--- config.mk ---
export PLATFORM = sky130hd
export DESIGN_NAME = tone_divider
export DESIGN_NICKNAME = d
export VERILOG_FILES = /design/src/rtl/organ_pkg.sv /design/src/rtl/tone_divider.sv
export SDC_FILE = /design/constraint.sdc
export NUM_CORES = 1
export LEC_CHECK = 0
export CAP_MARGIN = 10
export CORE_MARGIN = 10
export CORE_UTILIZATION = 51
export DETAILED_ROUTE_END_ITERATION = 12
export PLACE_DENSITY_LB_ADDON = 0.08
export SLEW_MARGIN = 20
export SYNTH_ARGS = -nofsm -noshare
export SYNTH_HDL_FRONTEND = slang
export SYNTH_SLANG_ARGS = --single-unit
--- constraint.sdc ---
create_clock -name clk -period 1.9 [get_ports clk]
set_input_delay 0.38 -clock clk [delete_from_list [all_inputs] [get_ports clk]]
set_output_delay 0.38 -clock clk [all_outputs]
set_load 0.02 [all_outputs]
--- src/rtl/organ_pkg.sv ---
// Shared definitions for the organ tone-generation path.
package organ_pkg;

    localparam int unsigned DEFAULT_CNT_W = 20;

    typedef enum logic [1:0] {
        ST_IDLE = 2'd0,
        ST_RUN  = 2'd1,
        ST_STOP = 2'd2
    } state_e;

endpackage

--- src/rtl/tone_divider.sv ---
// Run-time programmable, glitch-free clock divider for one organ voice.
// Divisor changes and start/stop only ever take effect at output edges.
module tone_divider
    import organ_pkg::*;
#(
    parameter int unsigned CNT_W        = DEFAULT_CNT_W,
    parameter int unsigned DEFAULT_HALF = 1
) (
    input  logic             clk,
    input  logic             rst,
    input  logic             en,
    input  logic             load,
    input  logic [CNT_W-1:0] half_period,
    output logic             clk_out,
    output logic             tick,
    output logic             idle
);

    state_e             state_q, state_d;
    logic [CNT_W-1:0]   count_q, count_d;
    logic [CNT_W-1:0]   half_q, half_d;
    logic [CNT_W-1:0]   pend_val_q, pend_val_d;
    logic               pend_q, pend_d;
    logic               clk_out_q, clk_out_d;
    logic               tick_q, tick_d;
    logic               idle_q, idle_d;
    logic               toggle_c;

    assign toggle_c = (state_q != ST_IDLE) && (count_q == half_q);

    // Next-state: counter, divisor staging and run/stop control.
    always_comb begin
        state_d    = state_q;
        count_d    = count_q;
        half_d     = half_q;
        pend_d     = pend_q;
        pend_val_d = pend_val_q;
        clk_out_d  = clk_out_q;
        tick_d     = 1'b0;

        if (load) begin
            pend_val_d = half_period;
        end

        unique case (state_q)
            ST_IDLE: begin
                count_d   = '0;
                clk_out_d = 1'b0;
                if (load) begin
                    half_d = half_period;
                end else if (pend_q) begin
                    half_d = pend_val_q;
                end
                pend_d = 1'b0;
                if (en) begin
                    state_d = ST_RUN;
                end
            end

            ST_RUN, ST_STOP: begin
                // Divisor only changes at an edge so no half-period is altered.
                if (toggle_c) begin
                    if (load) begin
                        half_d = half_period;
                    end else if (pend_q) begin
                        half_d = pend_val_q;
                    end
                    pend_d = 1'b0;
                end else if (load) begin
                    pend_d = 1'b1;
                end

                if (!en && !clk_out_q) begin
                    state_d   = ST_IDLE;
                    count_d   = '0;
                    clk_out_d = 1'b0;
                end else begin
                    if (toggle_c) begin
                        count_d   = '0;
                        clk_out_d = ~clk_out_q;
                        tick_d    = 1'b1;
                    end else begin
                        count_d = count_q + CNT_W'(1);
                    end

                    if (en) begin
                        state_d = ST_RUN;
                    end else if (toggle_c && clk_out_q) begin
                        state_d = ST_IDLE;
                        count_d = '0;
                    end else begin
                        state_d = ST_STOP;
                    end
                end
            end

            default: begin
                state_d   = ST_IDLE;
                count_d   = '0;
                clk_out_d = 1'b0;
            end
        endcase

        idle_d = (state_d == ST_IDLE);
    end

    always_ff @(posedge clk) begin
        if (rst) begin
            state_q    <= ST_IDLE;
            count_q    <= '0;
            half_q     <= CNT_W'(DEFAULT_HALF);
            pend_val_q <= '0;
            pend_q     <= 1'b0;
            clk_out_q  <= 1'b0;
            tick_q     <= 1'b0;
            idle_q     <= 1'b1;
        end else begin
            state_q    <= state_d;
            count_q    <= count_d;
            half_q     <= half_d;
            pend_val_q <= pend_val_d;
            pend_q     <= pend_d;
            clk_out_q  <= clk_out_d;
            tick_q     <= tick_d;
            idle_q     <= idle_d;
        end
    end

    assign clk_out = clk_out_q;
    assign tick    = tick_q;
    assign idle    = idle_q;

endmodule

==> impl_metrics.csv <==
group,metric,value,unit
grt,grt_use_met3,0.0327,
sta,rsz0062_at_grt,"true",
power,power_frac_comb,0.154,
detailed_routing,wl_per_cell,15.6,µm
synthesis,synthFlopType,"dfxtp_1",
power,power_frac_clock,0.340,
sta,maxSlewHeadroom,0.771,
grt,grt_max_degree,31,
synthesis,yosysWarnings,0,
worst_setup_path,worst-endpoint-arrival,2.28,ns
worst_setup_path,cp-start-kind,"flip-flop",
sta,period_minus_slack,2.06,ns
clocking,cts.sinks,66,
power,switching_share,0.245,
clocking,clockBufferDepth,2,
detailed_routing,drc,0,
grt,grt_pass1_vias,2242,
detailed_routing,antenna_left,0,
clocking,tritoncts,"built",
cells_and_area,regArea,1330,µm²
worst_setup_path,cp_slowest_cell,"dfxtp_1",
synthesis,syn-cell-area,2930,µm²
worst_setup_path,slowest_delay,0.37,ns
floorplan,ioPinCount,27,
detailed_routing,avgViaCountPerCell,5.05,
synthesis,synth_edf_count,0,
sta,timing.final.max_slew_violations,0,
power,p_leak,1.66,nW
detailed_routing,first_pass_iters,4,
clocking,clkTransAtPathRegs,0.06,ns
sta,fin_crit_sh,1.08,
cells_and_area,nets,371,
min_path,hold_class,"reg2reg",
floorplan,core_area,5540,µm²
grt,grt_pass1_wl,10600,µm
grt,antenna_found_initial,0,
placed_design,dp_cells,397,
placed_design,portBuffers,26,
synthesis,ys_ff_latch,66,
placed_design,hpwl,4530,µm
sta,clock.fmax,0.486,GHz
synthesis,syn-num-nets,309,
floorplan,die_h,95.9,µm
detailed_routing,drt-initial-drc-count,77,
power,internal_power,2.22,mW
placed_design,gp_congestion,0.794,
grt,top_usage_layer,"met2",
floorplan,die_x,95.9,µm
cells_and_area,stdcell_count,421,
run_status,violations,"setup timing",
floorplan,start_util,0.530,
clocking,insertion_delay,0.34,ns
power,ir_drop,0.534,mV
worst_setup_path,cp_cell_sequence,"inv_1 -> ha_1 -> nor2_1 -> nand4_2 -> a2111oi_4 -> buf_4 -> buf_12 -> mux2_4",
placed_design,preCtsSetupSlack,-0.322,ns
worst_setup_path,crit_required,2.13,ns
job,maxCapViolations,0,
detailed_routing,drt_wl_total,6590,µm
synthesis,syn_area_per_cell,10.4,µm²
power,p_total,2.94,mW
cells_and_area,fillers,451,
clocking,cts_root_buf,"clkbuf_8",
worst_setup_path,end_kind,"flip-flop",
cells_and_area,area_delta_synth_final,27.9,%
grt,grt.total_usage,0.151,
floorplan,dieArea,9190,µm²
sta,setup_ws,-0.158,ns
sta,hold_violations,0,
synthesis,ys_types,36,
grt,globalRouteMet1Util,0.184,
power,powerDensity,782,nW/µm²
sta,skew,0.0102,ns
run_status,outcome,"complete, but fails checks",
cells_and_area,drive_above_1_share,0.244,
worst_setup_path,cp_max_fo,9,
grt,overflow,0,
sta,worst_pin_slew,0.335,ns
clocking,numCtsBuffers,9,
worst_setup_path,crit_type,"reg2reg",
synthesis,synthCells,282,
sta,fin_tns_setup,-3.67,ns
cells_and_area,multi_input_area,1560,µm²
power,switching_power,720,µW
detailed_routing,vias,2124,
power,seqPwrFrac,0.506,
synthesis,async_flop_share,0,
cells_and_area,diodes,0,
synthesis,yosysSeqAreaShare,0.450,
grt,met2_usage,0.242,
clocking,cts_max_level,3,
floorplan,num_rows,27,
sta,setup_viol,41,
[sequential cells by signal, indices dropped and copies added (netlist names)]
name        count
count_q        20
half_q         20
pend_val_q     20
state_q         2
clk_out         1
idle            1
pend_q          1
tick            1
[cell families after synthesis]
kind of cell / after synthesis / share of synthesized area
multiplexers: 40 / 0.171
adder cells (fa/ha/maj): 3 / 0.0128
AND/OR/NAND/NOR: 102 / 0.182
XOR/XNOR: 38 / 0.113
buffers and inverters: 18 / 0.0281
AO/OA/AOI/OAI: 15 / 0.0431
flip-flops: 66 / 0.450
[layer usage]
metal,wire length [µm],part of all wire,vias up
met3,178,0.027,14
met5,0,0,-
met1,3010,0.46,1002
met4,185,0.028,0
met2,3210,0.49,33
li1,-,-,1075
[cell type report]
type                    instances  share of cell area
well taps                      72              0.0240
multi-input cells             198               0.416
flip-flops and latches         66               0.353
repair buffers                 63               0.156
inverters                       6             0.00600
clock buffers                  14              0.0407
clock inverters                 2             0.00333
[cell usage after synthesis (all sizes together) (2+ instances only)]
master / instances / area [µm²]
mux2i: 20 / 200
xnor2: 8 / 70.1
a2111oi: 3 / 45.1
dfxtp: 66 / 1320
nand2: 9 / 33.8
xor2: 30 / 263
o21ai: 3 / 15.0
mux2: 20 / 300
and3: 7 / 43.8
nor4: 4 / 37.5
and4: 4 / 36.3
a21oi: 2 / 10.0
inv: 6 / 22.5
clkbuf: 8 / 30.0
o211ai: 2 / 15.0
nor3: 2 / 15.0
ha: 3 / 37.5
nand3: 3 / 15.0
buf: 4 / 30.0
and2: 2 / 12.5
nor2: 45 / 169
nor2b: 19 / 119
nand4: 5 / 37.5
[critical path, delay by kind of cell, from the launching register on]
kind	cells	cell delay (ns)
buf+inv	3	0.39
simple gates	2	0.31
fa+ha+maj	1	0.22
flops	1	0.37
compound gates	1	0.34
mux	1	0.30
[repair_timing]
item	in CTS	in global routing
buffers inserted	2	2
pin swaps	1	0
setup endpoints to repair	20	41
gates cloned	1	3
hold buffers	0	0
gates resized for setup	4	13
[per-stage QoR]
| stage | cell area (µm²) | utilization | hold WS [ns] |
|---|---|---|---|
| floorplan | 2940 | - | 0.435 |
| global placement | 3460 | 0.624 | 0.494 |
| detailed placement | 3460 | 0.624 | 0.494 |
| CTS | 3680 | 0.665 | 0.509 |
| global route | 3750 | 0.677 | 0.540 |
| finish | 3750 | 0.677 | 0.518 |
[final timing paths]
check,startpoint,endpoint,slack [ns],cells past startpoint
hold / removal,pend_val_q[10]$_SDFFE_PP0P_,pend_val_q[10]$_SDFFE_PP0P_,0.52,2
setup reg to reg,state_q[0]$_SDFF_PP0_,half_q[5]$_SDFFE_PP0P_,-0.16,8
hold reg to reg,pend_val_q[10]$_SDFFE_PP0P_,pend_val_q[10]$_SDFFE_PP0P_,0.52,2
setup / recovery,state_q[0]$_SDFF_PP0_,half_q[5]$_SDFFE_PP0P_,-0.16,8
[cells in the final DEF, fill, tap and decap left out, types with 4 or more instances in the layout]
cell,synthesis,final
and3_1,7,7
buf_4,0,30
buf_6,2,5
clkbuf_1,8,4
clkbuf_8,0,10
clkdlybuf4s50_1,0,26
dfxtp_1,66,62
dfxtp_2,0,4
inv_1,6,6
mux2_4,20,20
mux2i_1,20,20
nand2_1,9,9
nand4_1,4,4
nor2_1,45,45
nor2b_1,19,19
nor4_2,2,4
xnor2_1,8,8
xor2_1,30,29
[power by group through the flow]
stage | Combinational, mW | Clock, mW | Sequential, mW
after floorplan | 0.272 | 0 | 1.50
after global placement | 0.396 | 0 | 1.51
after detailed placement | 0.402 | 0 | 1.51
after CTS | 0.440 | 1.04 | 1.48
after global routing | 0.491 | 1.10 | 1.49
final | 0.454 | 0.998 | 1.48
Note: power is estimated with default switching activity, not from simulation.
